<file path="config.mk">
export PLATFORM = sky130hd
export DESIGN_NAME = serial2tcp_loopback_fifo_flat
export DESIGN_NICKNAME = d
export VERILOG_FILES = /design/src/rtl/serial2tcp_loopback_fifo_if.sv /design/src/rtl/serial2tcp_loopback_fifo.sv /design/src/flat_wrapper.sv
export SDC_FILE = /design/constraint.sdc
export NUM_CORES = 1
export LEC_CHECK = 0
export CELL_PAD_IN_SITES_DETAIL_PLACEMENT = 1
export CELL_PAD_IN_SITES_GLOBAL_PLACEMENT = 2
export CORE_UTILIZATION = 36
export DETAILED_ROUTE_END_ITERATION = 7
export PLACE_DENSITY_LB_ADDON = 0.08
export SLEW_MARGIN = 20
export SYNTH_ARGS = -nofsm -noshare
export SYNTH_HDL_FRONTEND = slang
export SYNTH_SLANG_ARGS = --single-unit
</file>
<file path="constraint.sdc">
create_clock -name sys_clk -period 2.3 [get_ports sys_clk]
set_input_delay 0.23 -clock sys_clk [delete_from_list [all_inputs] [get_ports sys_clk]]
set_output_delay 0.23 -clock sys_clk [all_outputs]
set_load 0.005 [all_outputs]
</file>
<file path="src/rtl/serial2tcp_loopback_fifo_if.sv">
// Stream bundle between the serial2tcp bridge and the loopback FIFO.
// Sink side:   serial2tcp_sink_valid/ready/data    (bridge -> FIFO)
// Source side: serial2tcp_source_valid/ready/data  (FIFO -> fabric)
// Modport slave is the FIFO's view. Modport master is the view of the
// environment, which drives the sink beats and the source back-pressure.
interface serial2tcp_loopback_fifo_if #(
    parameter int DATA_W = 8
);
    logic              serial2tcp_sink_valid;
    logic              serial2tcp_sink_ready;
    logic [DATA_W-1:0] serial2tcp_sink_data;
    logic              serial2tcp_source_valid;
    logic              serial2tcp_source_ready;
    logic [DATA_W-1:0] serial2tcp_source_data;

    modport master (
        output serial2tcp_sink_valid,
        output serial2tcp_sink_data,
        output serial2tcp_source_ready,
        input  serial2tcp_sink_ready,
        input  serial2tcp_source_valid,
        input  serial2tcp_source_data
    );

    modport slave (
        input  serial2tcp_sink_valid,
        input  serial2tcp_sink_data,
        input  serial2tcp_source_ready,
        output serial2tcp_sink_ready,
        output serial2tcp_source_valid,
        output serial2tcp_source_data
    );
endinterface

</file>
<file path="src/rtl/serial2tcp_loopback_fifo.sv">
// Loopback and test endpoint for the serial2tcp bridge. Beats accepted on
// the sink side are optionally transformed, buffered in a DEPTH-entry FIFO
// and returned on the source side. Free-running beat counters let the host
// check the link.
// Ports:
//   sys_clk, sys_rst_n : clock (rising edge), async active-low reset
//   s2t                : sink/source valid-ready-data streams (slave view)
//   mode               : 0 pass, 1 invert, 2 increment, 3 pass
//   flush              : synchronous FIFO clear (counters kept)
//   level              : current occupancy, 0..DEPTH
//   rx_count, tx_count : wrapping counts of accepted / delivered beats
module serial2tcp_loopback_fifo #(
    parameter int DATA_W = 8,
    parameter int DEPTH  = 4,
    parameter int CNT_W  = 16
) (
    input  logic                       sys_clk,
    input  logic                       sys_rst_n,
    serial2tcp_loopback_fifo_if.slave  s2t,
    input  logic [1:0]                 mode,
    input  logic                       flush,
    output logic [$clog2(DEPTH):0]     level,
    output logic [CNT_W-1:0]           rx_count,
    output logic [CNT_W-1:0]           tx_count
);
    localparam int PTR_W = $clog2(DEPTH);
    localparam int LVL_W = PTR_W + 1;

    typedef enum logic [1:0] {
        MODE_PASS = 2'd0,
        MODE_INV  = 2'd1,
        MODE_INC  = 2'd2,
        MODE_RSVD = 2'd3
    } mode_e;

    logic [DATA_W-1:0] mem [DEPTH];
    logic [PTR_W-1:0]  wr_ptr;
    logic [PTR_W-1:0]  rd_ptr;
    logic              rdy_en;   // low in reset, high from the first edge after release
    logic              push;
    logic              pop;
    logic [DATA_W-1:0] wr_data;

    // Ready depends only on registered state and flush, never on source_ready.
    assign s2t.serial2tcp_sink_ready   = rdy_en & (level < LVL_W'(DEPTH)) & ~flush;
    assign s2t.serial2tcp_source_valid = (level != '0);
    // Force zero when empty so the output is defined in reset and after flush.
    assign s2t.serial2tcp_source_data  = s2t.serial2tcp_source_valid ? mem[rd_ptr] : '0;

    // sink_ready already carries ~flush; pop needs it explicitly so a beat
    // presented during a flush is neither consumed nor counted.
    assign push = s2t.serial2tcp_sink_valid & s2t.serial2tcp_sink_ready;
    assign pop  = s2t.serial2tcp_source_valid & s2t.serial2tcp_source_ready & ~flush;

    // The transform is applied on the way in, so later mode changes leave
    // stored beats alone.
    // NOTE: every always_comb output gets a default first, otherwise an
    // uncovered path holds its old value and a latch is inferred.
    always_comb begin
        wr_data = s2t.serial2tcp_sink_data;
        case (mode_e'(mode))
            MODE_INV: wr_data = ~s2t.serial2tcp_sink_data;
            MODE_INC: wr_data = s2t.serial2tcp_sink_data + DATA_W'(1);
            default:  wr_data = s2t.serial2tcp_sink_data;
        endcase
    end

    // NOTE: sequential state uses non-blocking assignments so every flop
    // samples pre-edge values regardless of statement order.
    always_ff @(posedge sys_clk or negedge sys_rst_n) begin
        if (!sys_rst_n) begin
            rdy_en   <= 1'b0;
            wr_ptr   <= '0;
            rd_ptr   <= '0;
            level    <= '0;
            rx_count <= '0;
            tx_count <= '0;
        end else begin
            rdy_en <= 1'b1;
            if (flush) begin
                wr_ptr <= '0;
                rd_ptr <= '0;
                level  <= '0;
            end else begin
                // DEPTH is a power of two, so pointers wrap by overflow.
                if (push) wr_ptr <= wr_ptr + 1'b1;
                if (pop)  rd_ptr <= rd_ptr + 1'b1;
                case ({push, pop})
                    2'b10:   level <= level + 1'b1;
                    2'b01:   level <= level - 1'b1;
                    default: level <= level;
                endcase
            end
            if (push) rx_count <= rx_count + 1'b1;
            if (pop)  tx_count <= tx_count + 1'b1;
        end
    end

    // NOTE: storage is deliberately not reset; level gates visibility, and
    // leaving it out of reset lets it map onto plain RAM/flops without reset.
    always_ff @(posedge sys_clk) begin
        if (push) mem[wr_ptr] <= wr_data;
    end
endmodule
</file>
<file path="src/flat_wrapper.sv">
// flat-port wrapper written by rule: the top's interface ports become plain ports
module serial2tcp_loopback_fifo_flat 
#(
    parameter int DATA_W = 8,
    parameter int DEPTH  = 4,
    parameter int CNT_W  = 16
)
  (sys_clk, sys_rst_n, mode, flush, level, rx_count, tx_count, s2t_serial2tcp_sink_valid, s2t_serial2tcp_sink_data, s2t_serial2tcp_source_ready, s2t_serial2tcp_sink_ready, s2t_serial2tcp_source_valid, s2t_serial2tcp_source_data);
  serial2tcp_loopback_fifo_if #(.DATA_W(DATA_W)) s2t_i ();
  input  logic sys_clk;
  input  logic sys_rst_n;
  input  logic [1:0] mode;
  input  logic flush;
  output logic [$clog2(DEPTH):0] level;
  output logic [CNT_W-1:0] rx_count;
  output logic [CNT_W-1:0] tx_count;
  input wire logic [$bits(s2t_i.serial2tcp_sink_valid)-1:0] s2t_serial2tcp_sink_valid;
  input wire logic [$bits(s2t_i.serial2tcp_sink_data)-1:0] s2t_serial2tcp_sink_data;
  input wire logic [$bits(s2t_i.serial2tcp_source_ready)-1:0] s2t_serial2tcp_source_ready;
  output wire logic [$bits(s2t_i.serial2tcp_sink_ready)-1:0] s2t_serial2tcp_sink_ready;
  output wire logic [$bits(s2t_i.serial2tcp_source_valid)-1:0] s2t_serial2tcp_source_valid;
  output wire logic [$bits(s2t_i.serial2tcp_source_data)-1:0] s2t_serial2tcp_source_data;
  assign s2t_i.serial2tcp_sink_valid = s2t_serial2tcp_sink_valid;
  assign s2t_i.serial2tcp_sink_data = s2t_serial2tcp_sink_data;
  assign s2t_i.serial2tcp_source_ready = s2t_serial2tcp_source_ready;
  assign s2t_serial2tcp_sink_ready = s2t_i.serial2tcp_sink_ready;
  assign s2t_serial2tcp_source_valid = s2t_i.serial2tcp_source_valid;
  assign s2t_serial2tcp_source_data = s2t_i.serial2tcp_source_data;
  serial2tcp_loopback_fifo #(.DATA_W(DATA_W), .DEPTH(DEPTH), .CNT_W(CNT_W)) u_core (.sys_clk(sys_clk), .sys_rst_n(sys_rst_n), .s2t(s2t_i), .mode(mode), .flush(flush), .level(level), .rx_count(rx_count), .tx_count(tx_count));
endmodule
</file>
# Word level (Yosys, flattened, before mapping)
# Memory sizes are Yosys's and may differ from the RTL's.
# Index checks and enable logic that the tools add are counted.
dict set report word_totals {
  ff_bits 40
  ram_bits 32
  inputBits 15
  out_inout_bits 45
  n_memories 1
}
dict set report op_classes {
  addsub 7
  n_lt_le_gt_ge 1
  eq_ne 4
  n_mux 10
  bitwise_logic 7
  n_reduce_logical 4
}
# memory words word_bits read_ports rd_clocked_by_memory_dff write_ports line
set memory_table {}
lappend memory_table {u_core.mem 4 8 1 0 1 serial2tcp_loopback_fifo.sv:36} ;# logic [DATA_W-1:0] mem [DEPTH];
# op n
set ops {}
lappend ops {{adder 16 x 1 -> 16 bit, second input constant} 2}
lappend ops {{one-hot mux 8 bit (2 select lines)} 1}
lappend ops {{adder 8 x 1 -> 8 bit, second input constant} 1}
lappend ops {{2-to-1 mux 2 bit} 4}
lappend ops {{2-to-1 mux 8 bit} 1}
lappend ops {{inverter 8 bit} 1}
lappend ops {{one-hot mux 3 bit (2 select lines)} 1}
lappend ops {{nonzero test 3 bit} 2}
lappend ops {{AND 1 bit} 5}
lappend ops {{adder 2 x 1 -> 2 bit, second input constant} 2}
lappend ops {{== test 2 x 1 -> 1 bit, second input constant} 2}
lappend ops {{== test 2 bit, second input constant} 2}
lappend ops {{nonzero test 2 bit} 2}
lappend ops {{adder 3 x 1 -> 3 bit, second input constant} 1}
lappend ops {{< comparator 3 bit, second input constant} 1}
lappend ops {{2-to-1 mux 3 bit} 1}
lappend ops {{subtractor 3 x 1 -> 3 bit, second input constant} 1}
lappend ops {{2-to-1 mux 1 bit} 2}
lappend ops {{inverter 1 bit} 1}

# Depth between registers and ports, before layout
# Gate-level depths: netlist of the first run.
dict set report logic_depth {
  depth_word 7
  ltp_mapped 8
}

# Worst setup path after synthesis of the first run
# Ideal clock, no wire load.
dict set report synth_timing {
  kind {register to register}
  from {reg u_core.level[2]}
  to {reg u_core.level[2]}
  setup_ns 0.088
  t_arrival_ns 1.897
  setup_slack_ns 0.315
  stages_incl_launch_ff 9
  path_buffers 2
  period_less_slack_ns 1.985
  path_cell_list {dfrtp_1 > buf_6 > and4bb_2 > buf_2 > nor3_1 > fa_1 > and3_2 > o21ai_0 > nor3b_1}
}
dict set report synth_between {
  elab_chain_len 7
}
# element line
set synth_rtl {}
lappend synth_rtl {{from (decl)} serial2tcp_loopback_fifo.sv:22} ;# output logic [$clog2(DEPTH):0] level,
lappend synth_rtl {{from (signal assigned)} serial2tcp_loopback_fifo.sv:89} ;# 2'b10: level <= level + 1'b1;
lappend synth_rtl {{from (signal assigned)} serial2tcp_loopback_fifo.sv:90} ;# 2'b01: level <= level - 1'b1;
lappend synth_rtl {{from (signal assigned)} serial2tcp_loopback_fifo.sv:91} ;# default: level <= level;
lappend synth_rtl {{< comparator 3 bit} serial2tcp_loopback_fifo.sv:45} ;# assign s2t.serial2tcp_sink_ready = rdy_en & (level < LVL_W'(DEPTH)) & ~flush;
lappend synth_rtl {{AND 1 bit (2 in a row)} serial2tcp_loopback_fifo.sv:45}
lappend synth_rtl {{AND 1 bit} serial2tcp_loopback_fifo.sv:52} ;# assign push = s2t.serial2tcp_sink_valid & s2t.serial2tcp_sink_ready;
lappend synth_rtl {{== test 2 x 1 -> 1 bit or == test 2 bit (tied branches)} serial2tcp_loopback_fifo.sv:88} ;# case ({push, pop})
lappend synth_rtl {{one-hot mux 3 bit (2 select lines)} serial2tcp_loopback_fifo.sv:88}
lappend synth_rtl {{2-to-1 mux 3 bit} serial2tcp_loopback_fifo.sv:80} ;# if (flush) begin
# Several ways; a longest one is shown, not always the timed one.
# A chain may end at the register's enable or synchronous reset.

# Worst setup path after layout of the first run
dict set report layout_timing {
  from {reg u_core.rd_ptr[0]}
  to {out s2t_serial2tcp_source_data[7]}
}
dict set report layout_between {
  elab_chain_len 2
}
# element line
set layout_rtl {}
lappend layout_rtl {{from (decl)} serial2tcp_loopback_fifo.sv:38} ;# logic [PTR_W-1:0] rd_ptr;
lappend layout_rtl {{from (signal assigned)} serial2tcp_loopback_fifo.sv:87} ;# if (pop) rd_ptr <= rd_ptr + 1'b1;
lappend layout_rtl {{memory (4 x 8 bit)} -}
lappend layout_rtl {{2-to-1 mux 8 bit} serial2tcp_loopback_fifo.sv:48} ;# assign s2t.serial2tcp_source_data = s2t.serial2tcp_source_valid ? mem[rd_ptr] : '0;
lappend layout_rtl {{to (decl)} flat_wrapper.sv:22} ;# output wire logic [$bits(s2t_i.serial2tcp_source_data)-1:0] s2t_serial2tcp_source_data;
# Every way passes these cells.

==> run summary, run 1 <==
status: complete, no violations
Post-synth EDFFs: 32
VDD IR max: 0.377 mV
Synth Register Bits: 72
Cell Pwr Density: 789 nW/µm²
Crit Path Class: register to output port
number of top-level pins: 60
GP Congestion: 0.755
Mapped Area: 3440 µm²
critical path capture point type: output port
total die area: 9960 µm²
row count: 35
post-synth cell types: 42
Worst Tran Pin Value: 545 ps
post-synthesis sequential area ratio: 0.570
Crit-path slowest cell: mux4_2
Top delay family on crit path: buffers and inverters
final setup violating endpoints: 0
startpoint class of the critical path: register
switching share of power: 0.288
cells on worst reg2reg path: 6
worst-path fanout max: 10
DR iter-0 viols: 53
vias in the first global route: 2389
Setup crit start: u_core.rd_ptr[0]
global route overflow: 0
fin area: 4400 µm²
Post-Route WL: 7.25 mm
Power Internal: 0.00247 W
fraction of layout cells with a size suffix above 1: 0.140
CP arrival: 1990 ps
biggest cell delay along the critical path: 530 ps
Core Region: 9240 µm²
area leader, netlist: dfrtp_1
largest net degree at the start of global routing: 24
Routed WL per cell: 15.4 µm
Fillers: 983
Async S/R FF share, synth: 0.556
Synth Net Count: 291
Final min period: 2220 ps
Post-Place Cells: 455
H-Tree Depth: 3
Crit path required time: 2070 ps
final period utilization: 0.963
Achievable Freq: 451 MHz
Final Max Slew Viols: 0
Final Hold Fails: 0
Reg clk slew, reported paths: 70 ps
Reg power frac: 0.463
Pre-antenna DRT Iters: 4
Reg2Reg Launch Point: u_core.level[2]
DR DRC count: 0
Area after DPL: 4220 µm²
hpwl dp: 5.22 mm
CTS tree: built
slew margin rel.: 0.637
unrepaired setup endpoints after global routing: no
metal2 WL: 3.27 mm
antenna-violating nets left: 0
M1 WL: 3.55 mm
Mapped Cells: 266
number of buffers created by CTS: 9
area grow syn2layout: 27.7%
Main synth FF type: dfrtp_1
commonest non-fill, non-tap cells in the layout: clkdlybuf4s50_1, dfrtp_1, edfxtp_1, nand2_1, xnor2_1
MaxCap Viol Count: 0
first-pass GRT wire length: 11.9 mm
Synth top area share: 0.291
Initial Util: 0.373
multi-input logic area: 1410 µm²
commonest non-fill, non-tap cell in the layout: clkdlybuf4s50_1
GRT Overall Usage: 0.160
CTS Buffer Depth: 2
cells along the critical path: buf_8 -> mux4_2 -> nor2b_1 -> clkdlybuf4s50_1
clock network power share: 0.249
via/cell ratio: 4.78
Buf+Inv Stages, Crit Path: 2
Worst-Skew Late Latency: 350 ps
terminus of the critical flop-to-flop path: u_core.level[2]
Cell Count, Final, Fillers Out: 472
met3 routed WL: 312 µm
Hold Path Class: input pin to async pin
Synth Area per Inst: 12.9 µm²
YS warnings: 0
Chip Height: 99.8 µm
Synth area leaders: dfrtp_1, edfxtp_1, xnor2_1, mux4_2, ha_1
clock skew: 6.08 ps
postcts setup bufs: 0
die width: 99.8 µm
P_sw: 0.00100 W
port bufs: 59
reg2reg setup slack: 170 ps
CTS root buffer: clkbuf_8
Register Area: 1960 µm²
clk sinks: 72
Tot Pwr: 0.00347 W
Comb pwr share: 0.287
fin nets: 363
Lkg Pwr: 1.75 nW
via count: 2257
top layer in use: met4
worst hold slack: 401 ps
initial antenna violation count: 0
antenna fix cells: 0
==> worst reg2reg max path, cell delays in order (launching register included) <==
cell and delay [ps]:
dfrtp_1 510, o31ai_4 450, nor3_1 120, fa_1 410
nor3_1 260, o21ai_0 100, nor3b_1 160
==> Yosys cell counts (2+ instances only) <==
master     n
dfrtp_1   40
nor3_1    11
nor2b_1    8
xnor2_1   23
and2_1     7
buf_2      2
buf_6      2
o21ai_0    3
mux4_2     8
nor2_1    15
nand2_1   24
edfxtp_1  32
nand3_1   15
xor2_1    10
a221o_1    4
nor3b_1    3
clkbuf_1   4
mux2_2     6
and3_1     5
nor4_4     2
nand4_1    7
ha_1       9
inv_1      7
==> area by class of cell <==
class | count | area share
Sequential cell | 72 | 0.446
Tap cell | 129 | 0.0367
Timing Repair Buffer | 70 | 0.154
Clock inverter | 4 | 0.00455
Clock buffer | 12 | 0.0330
Multi-Input combinational cell | 178 | 0.319
Inverter | 7 | 0.00597
==> routing by layer <==
metal	vias to the layer above	GRT usage
met2	42	0.244
met3	10	0.0446
met5	-	0
met4	0	0.0747
met1	1114	0.212
li1	1091	-
==> power groups by stage <==
stage                     Clock, W  Combinational, W  Sequential, W
final                     0.000865          0.000997        0.00161
after floorplan                  0          0.000505        0.00160
after global routing      0.000958           0.00110        0.00163
after detailed placement         0           0.00101        0.00163
after CTS                 0.000897           0.00101        0.00161
after global placement           0          0.000992        0.00163
==> state kept, by name, indices dropped and copies added (netlist names) <==
name	cells
u_core.rx_count	16
u_core.rd_ptr	2
u_core.tx_count	16
u_core.level	3
u_core.wr_ptr	2
u_core.mem	32
u_core.rdy_en	1
==> metrics by stage <==
stage                     worst slack, ps  TNS [ps]   util
after floorplan                       315         0      -
after global placement               67.8         0  0.456
after detailed placement            -29.6      -165  0.456
after CTS                            10.2         0  0.475
after global routing                 2.78         0  0.476
final                                84.5         0  0.476
==> kinds of logic after synthesis <==
| kind of cell | Yosys count | share of synthesized area |
|---|---|---|
| simple gates | 106 | 0.176 |
| flops | 72 | 0.570 |
| xor+xnor | 33 | 0.0839 |
| buf+inv | 16 | 0.0225 |
| mux | 15 | 0.0748 |
| compound gates | 13 | 0.0334 |
| fa+ha+maj | 10 | 0.0385 |
| other cells | 1 | 0.00109 |
==> what timing repair did <==
item | 4_1_cts | 5_1_grt
hold endpoints to repair | 22 | 0
hold buffers | 1 | 0
setup endpoints to repair | 0 | 7
resized for setup | 0 | 2
==> worst max path at each step <==
stage	slack [ps]	end	cells after the start
2_1_floorplan	310	u_core.level[2]	8
3_3_place_gp	70	u_core.mem[0][7]	6
3_5_place_dp	-30	u_core.mem[2][5]	6
4_1_cts	10	s2t_serial2tcp_source_data[7]	4
5_1_grt	3	s2t_serial2tcp_source_data[7]	4
6_report	80	s2t_serial2tcp_source_data[7]	4
Note: power is estimated with default switching activity, not from simulation.
==> run 2, diff against run 1 <==
- CORE_UTILIZATION: 36 -> 32
- clock period: 2.3 -> 1.9 ns (I/O delays scaled with it)
==> run summary, run 2 (same netlist as run 1, synthesis figures left out) <==
Reg power frac: 0.425
antenna fix cells: 0
startpoint class of the critical path: register
initial antenna violation count: 0
register with the most flip-flops: u_core.mem
M1 WL: 3.73 mm
Fillers: 1116
CP arrival: 1720 ps
Final Hold Fails: 0
met3 routed WL: 283 µm
Register Area: 1960 µm²
area grow syn2layout: 39.7%
Reg2Reg Launch Point: u_core.level[1]
Cell Pwr Density: 948 nW/µm²
top layer in use: met4
violated checks: setup timing
antenna-violating nets left: 0
Core Region: 10400 µm²
Cell Count, Final, Fillers Out: 518
GRT Overall Usage: 0.152
Final min period: 1910 ps
Final Max Slew Viols: 0
Initial Util: 0.332
metal2 WL: 3.51 mm
port bufs: 59
Tot Pwr: 0.00456 W
CTS tree: built
fraction of layout cells with a size suffix above 1: 0.280
final period utilization: 1.00
Post-Route WL: 7.67 mm
Pre-antenna DRT Iters: 4
worst-path fanout max: 3
setup ws final: -8.86 ps
Post-Place Cells: 494
Chip Height: 106 µm
global route overflow: 0
final setup violating endpoints: 2
reg2reg setup slack: 140 ps
cells on worst reg2reg path: 6
unrepaired setup endpoints after global routing: yes
MaxCap Viol Count: 0
Lkg Pwr: 2.02 nW
Power Internal: 0.00326 W
multi-input logic area: 1470 µm²
Worst-Skew Late Latency: 350 ps
P_sw: 0.00131 W
Comb pwr share: 0.332
Routed WL per cell: 14.8 µm
slew margin rel.: 0.646
CTS Buffer Depth: 2
Setup crit end: s2t_serial2tcp_source_data[5]
total die area: 11200 µm²
DR iter-0 viols: 70
Worst Tran Pin Value: 530 ps
CTS root buffer: clkbuf_8
clock skew: 9.09 ps
row count: 37
Hold Path Class: input pin to async pin
Achievable Freq: 524 MHz
H-Tree Depth: 3
number of buffers created by CTS: 9
VDD IR max: 0.371 mV
fin nets: 403
Reg clk slew, reported paths: 70 ps
switching share of power: 0.286
Largest regs: u_core.mem: 32 flops, u_core.rx_count: 16 flops, u_core.tx_count: 16 flops
clock network power share: 0.243
critical path capture point type: output port
number of top-level pins: 60
die width: 106 µm
DR DRC count: 0
commonest non-fill, non-tap cell in the layout: clkdlybuf4s50_1
GP Congestion: 0.716
commonest non-fill, non-tap cells in the layout: clkdlybuf4s50_1, buf_4, dfrtp_1, edfxtp_1, nand2_1
Crit path required time: 1710 ps
hpwl dp: 5.60 mm
first-pass GRT wire length: 13.0 mm
max reg flops: 32
terminus of the critical flop-to-flop path: u_core.level[2]
Crit Path Class: register to output port
via count: 2384
via/cell ratio: 4.60
clk sinks: 72
largest net degree at the start of global routing: 41
vias in the first global route: 2554
Final Util: 0.464
Setup crit start: u_core.rd_ptr[0]
status: complete, but fails checks
[run 2: routing by layer]
| layer | up-vias | GRT usage |
|---|---|---|
| met2 | 39 | 0.227 |
| met3 | 14 | 0.0383 |
| met5 | - | 0 |
| li1 | 1177 | - |
| met1 | 1154 | 0.206 |
| met4 | 0 | 0.0744 |
[run 2: power by group through the flow]
stage	registers (W)	logic, W	clock network [W]
after floorplan	0.00194	0.000627	0
after detailed placement	0.00196	0.00136	0
after global placement	0.00196	0.00134	0
after global routing	0.00196	0.00167	0.00124
final	0.00194	0.00151	0.00111
after CTS	0.00194	0.00158	0.00116
[run 2: worst max-delay path, stage by stage, from the launching register on]
cell     delay [ps]
dfrtp_2         400
buf_12          120
buf_6           100
mux4_2          500
nor2b_4         140
buf_2           120
[run 2: what timing repair did]
action,in CTS,in global routing
buffers inserted,8,0
cloned,1,0
hold buffers,1,0
resized for setup,44,6
setup endpoints to repair,9,23
hold endpoints to repair,40,0
[run 2: cell type report]
cell class | instances | area share
clock buffer | 15 | 0.0367
inverter | 7 | 0.00546
multi-input combinational | 178 | 0.305
sequential | 72 | 0.408
tap | 136 | 0.0354
timing repair buffer | 110 | 0.209
[run 2: worst min path at each step]
stage	end	startpoint	slack (ps)	depth (start not counted)
after floorplan	u_core.level[0]	sys_rst_n	-110	0
after global placement	u_core.rx_count[6]	sys_rst_n	300	2
after detailed placement	u_core.rx_count[7]	sys_rst_n	290	2
after CTS	u_core.level[1]	sys_rst_n	440	3
after global routing	u_core.rx_count[6]	sys_rst_n	470	3
final	u_core.rx_count[6]	sys_rst_n	430	3
[run 2: per-stage QoR]
stage          worst slack [ps]  setup TNS (ps)  instance area, µm²  hold slack [ps]
4_1_cts                   -39.8            -202                4820              438
2_1_floorplan             -21.7           -21.7                3470             -106
3_3_place_gp               -277           -6930                4530              302
6_report                  -8.86           -14.7                4810              433
3_5_place_dp               -366           -9450                4530              294
5_1_grt                   -74.7            -308                4810              466
==> run 3, diff against run 2 <==
- ABC_AREA: default -> 1
- CORE_UTILIZATION: 32 -> 29
==> run summary, run 3 <==
status: complete, but fails checks
violated checks: setup timing
vias in the first global route: 3512
Crit path depth: 6
CTS tree: built
fin nets: 601
commonest non-fill, non-tap cell in the layout: nand2_1
Cell Pwr Density: 1010 nW/µm²
H-Tree Depth: 3
row count: 41
Crit Path Class: register to output port
Synth Register Bits: 72
Synth Net Count: 499
Buf+Inv Stages, Crit Path: 2
GRT Overall Usage: 0.164
biggest cell delay along the critical path: 510 ps
CTS root buffer: clkbuf_16
clk sinks: 72
Final min period: 1960 ps
Async S/R FF share, synth: 0.556
initial antenna violation count: 0
antenna-violating nets left: 0
CTS Buffer Depth: 2
Main synth FF type: dfrtp_1
hpwl dp: 7.75 mm
critical path capture point type: output port
Crit path required time: 1710 ps
Achievable Freq: 509 MHz
VDD IR max: 0.355 mV
startpoint class of the critical path: register
worst-path fanout max: 5
Final Hold Fails: 0
Lkg Pwr: 2.31 nW
largest net degree at the start of global routing: 41
Post-synth EDFFs: 32
YS warnings: 0
setup ws final: -63.7 ps
via/cell ratio: 4.48
first-pass GRT wire length: 17.7 mm
Synth Area per Inst: 8.22 µm²
clock skew: 5.45 ps
DR iter-0 viols: 156
port bufs: 59
via count: 3373
antenna fix cells: 0
worst hold slack: 364 ps
Fillers: 1565
number of top-level pins: 60
Mapped Area: 3900 µm²
Post-Route WL: 10.5 mm
post-synthesis sequential area ratio: 0.503
die width: 118 µm
Reg clk slew, reported paths: 60 ps
cell with the most instances after synthesis: nand2_1
number of buffers created by CTS: 9
Final Max Slew Viols: 0
Top delay family on crit path: buffers and inverters
Initial Util: 0.303
Hold Path Class: input pin to async pin
Synth top area share: 0.257
global route overflow: 0
Synth area leaders: dfrtp_1, edfxtp_1, nand2_1, nor2_1, o21ai_0
Tot Pwr: 0.00527 W
area leader, netlist: dfrtp_1
max reg flops: 32
total die area: 13900 µm²
post-synth cell types: 30
Pre-antenna DRT Iters: 4
Commonest cells post-synth: nand2_1, nor2_1, inv_1
final period utilization: 1.03
fraction of layout cells with a size suffix above 1: 0.146
Routed WL per cell: 13.9 µm
CP arrival: 1770 ps
final setup violating endpoints: 1
Core Region: 12900 µm²
DR DRC count: 0
unrepaired setup endpoints after global routing: yes
cells along the critical path: buf_4 -> nor2_1 -> nor2_1 -> o21ai_0 -> a21oi_1 -> clkdlybuf4s50_1
area grow syn2layout: 34.4%
commonest non-fill, non-tap cells in the layout: nand2_1, nor2_1, clkdlybuf4s50_1, inv_1, dfrtp_1
Crit-path slowest cell: clkdlybuf4s50_1
Largest regs: u_core.mem: 32 flops, u_core.rx_count: 16 flops, u_core.tx_count: 16 flops
Mapped Cells: 474
Chip Height: 118 µm
cells on worst reg2reg path: 12
CP most frequent cell: nor2_1
MaxCap Viol Count: 0
register with the most flip-flops: u_core.mem
Worst-Skew Late Latency: 340 ps
GP Congestion: 0.760
run 3: through the flow:
stage	instance area, µm²	std cells	utilization	worst slack [ps]	TNS [ps]
floorplan	3900	474	-	94.4	0
global placement	4900	729	0.380	-59.5	-274
detailed placement	4900	729	0.380	-114	-1130
CTS	5230	751	0.406	-183	-331
global route	5240	753	0.407	-203	-203
finish	5240	753	0.407	-63.7	-63.7
run 3: worst paths after layout:
check	slack (ps)	startpoint	end
max	-60	u_core.rd_ptr[0]	s2t_serial2tcp_source_data[5]
min	360	sys_rst_n	u_core.rd_ptr[0]
max reg2reg	120	u_core.level[1]	u_core.level[2]
min reg2reg	530	u_core.rx_count[15]	u_core.rx_count[15]
max in group asynchronous	1320	sys_rst_n	u_core.rx_count[13]
min in group sys_clk	530	u_core.rx_count[15]	u_core.rx_count[15]
run 3: area by class of cell:
| class | instances | area, µm² | area share |
|---|---|---|---|
| clock buffer | 10 | 229 | 0.0437 |
| clock inverter | 6 | 36.3 | 0.00692 |
| inverter | 47 | 180 | 0.0344 |
| multi-input combinational | 347 | 1730 | 0.330 |
| sequential | 72 | 1960 | 0.375 |
| tap | 172 | 215 | 0.0411 |
| timing repair buffer | 99 | 890 | 0.170 |
run 3: what timing repair did:
action	CTS	global route
hold buffers	1	0
gates resized for setup	16	13
endpoints found under the hold margin	40	0
setup endpoints to repair	8	7
pin swaps	2	5
buffers inserted	5	2
run 3: cells by family (layout without fill, tap and decap cells):
family | count (synthesis) | in the layout | share of synthesized area
AOI/OAI and AO/OA | 59 | 59 | 0.0767
buffers and inverters | 55 | 162 | 0.0594
adders and majority gates | 10 | 10 | 0.0340
DFF | 72 | 72 | 0.503
other | 1 | 1 | 0.000962
xor gates and xnor gates | 21 | 21 | 0.0472
and+or+nand+nor | 256 | 256 | 0.278
run 3: tightest hold or removal path, cell delays in order:
cell and delay (ps):
dlygate4sd3_1 530, buf_2 120, buf_12 230
run 3: metal layers:
metal	vias to the layer above	wire [µm]	global-route usage
met3	11	274	0.0363
met4	0	170	0.0649
li1	1719	-	-
met2	44	4620	0.251
met5	-	0	0
met1	1599	5400	0.223
run 3: power breakdown:
part / leakage (nW) / switching (W) / internal, W
clock: 0.122 / 0.000665 / 0.000874
combinational: 1.36 / 0.000900 / 0.000858
sequential: 0.825 / 0.000173 / 0.00180
total: 2.31 / 0.00174 / 0.00353
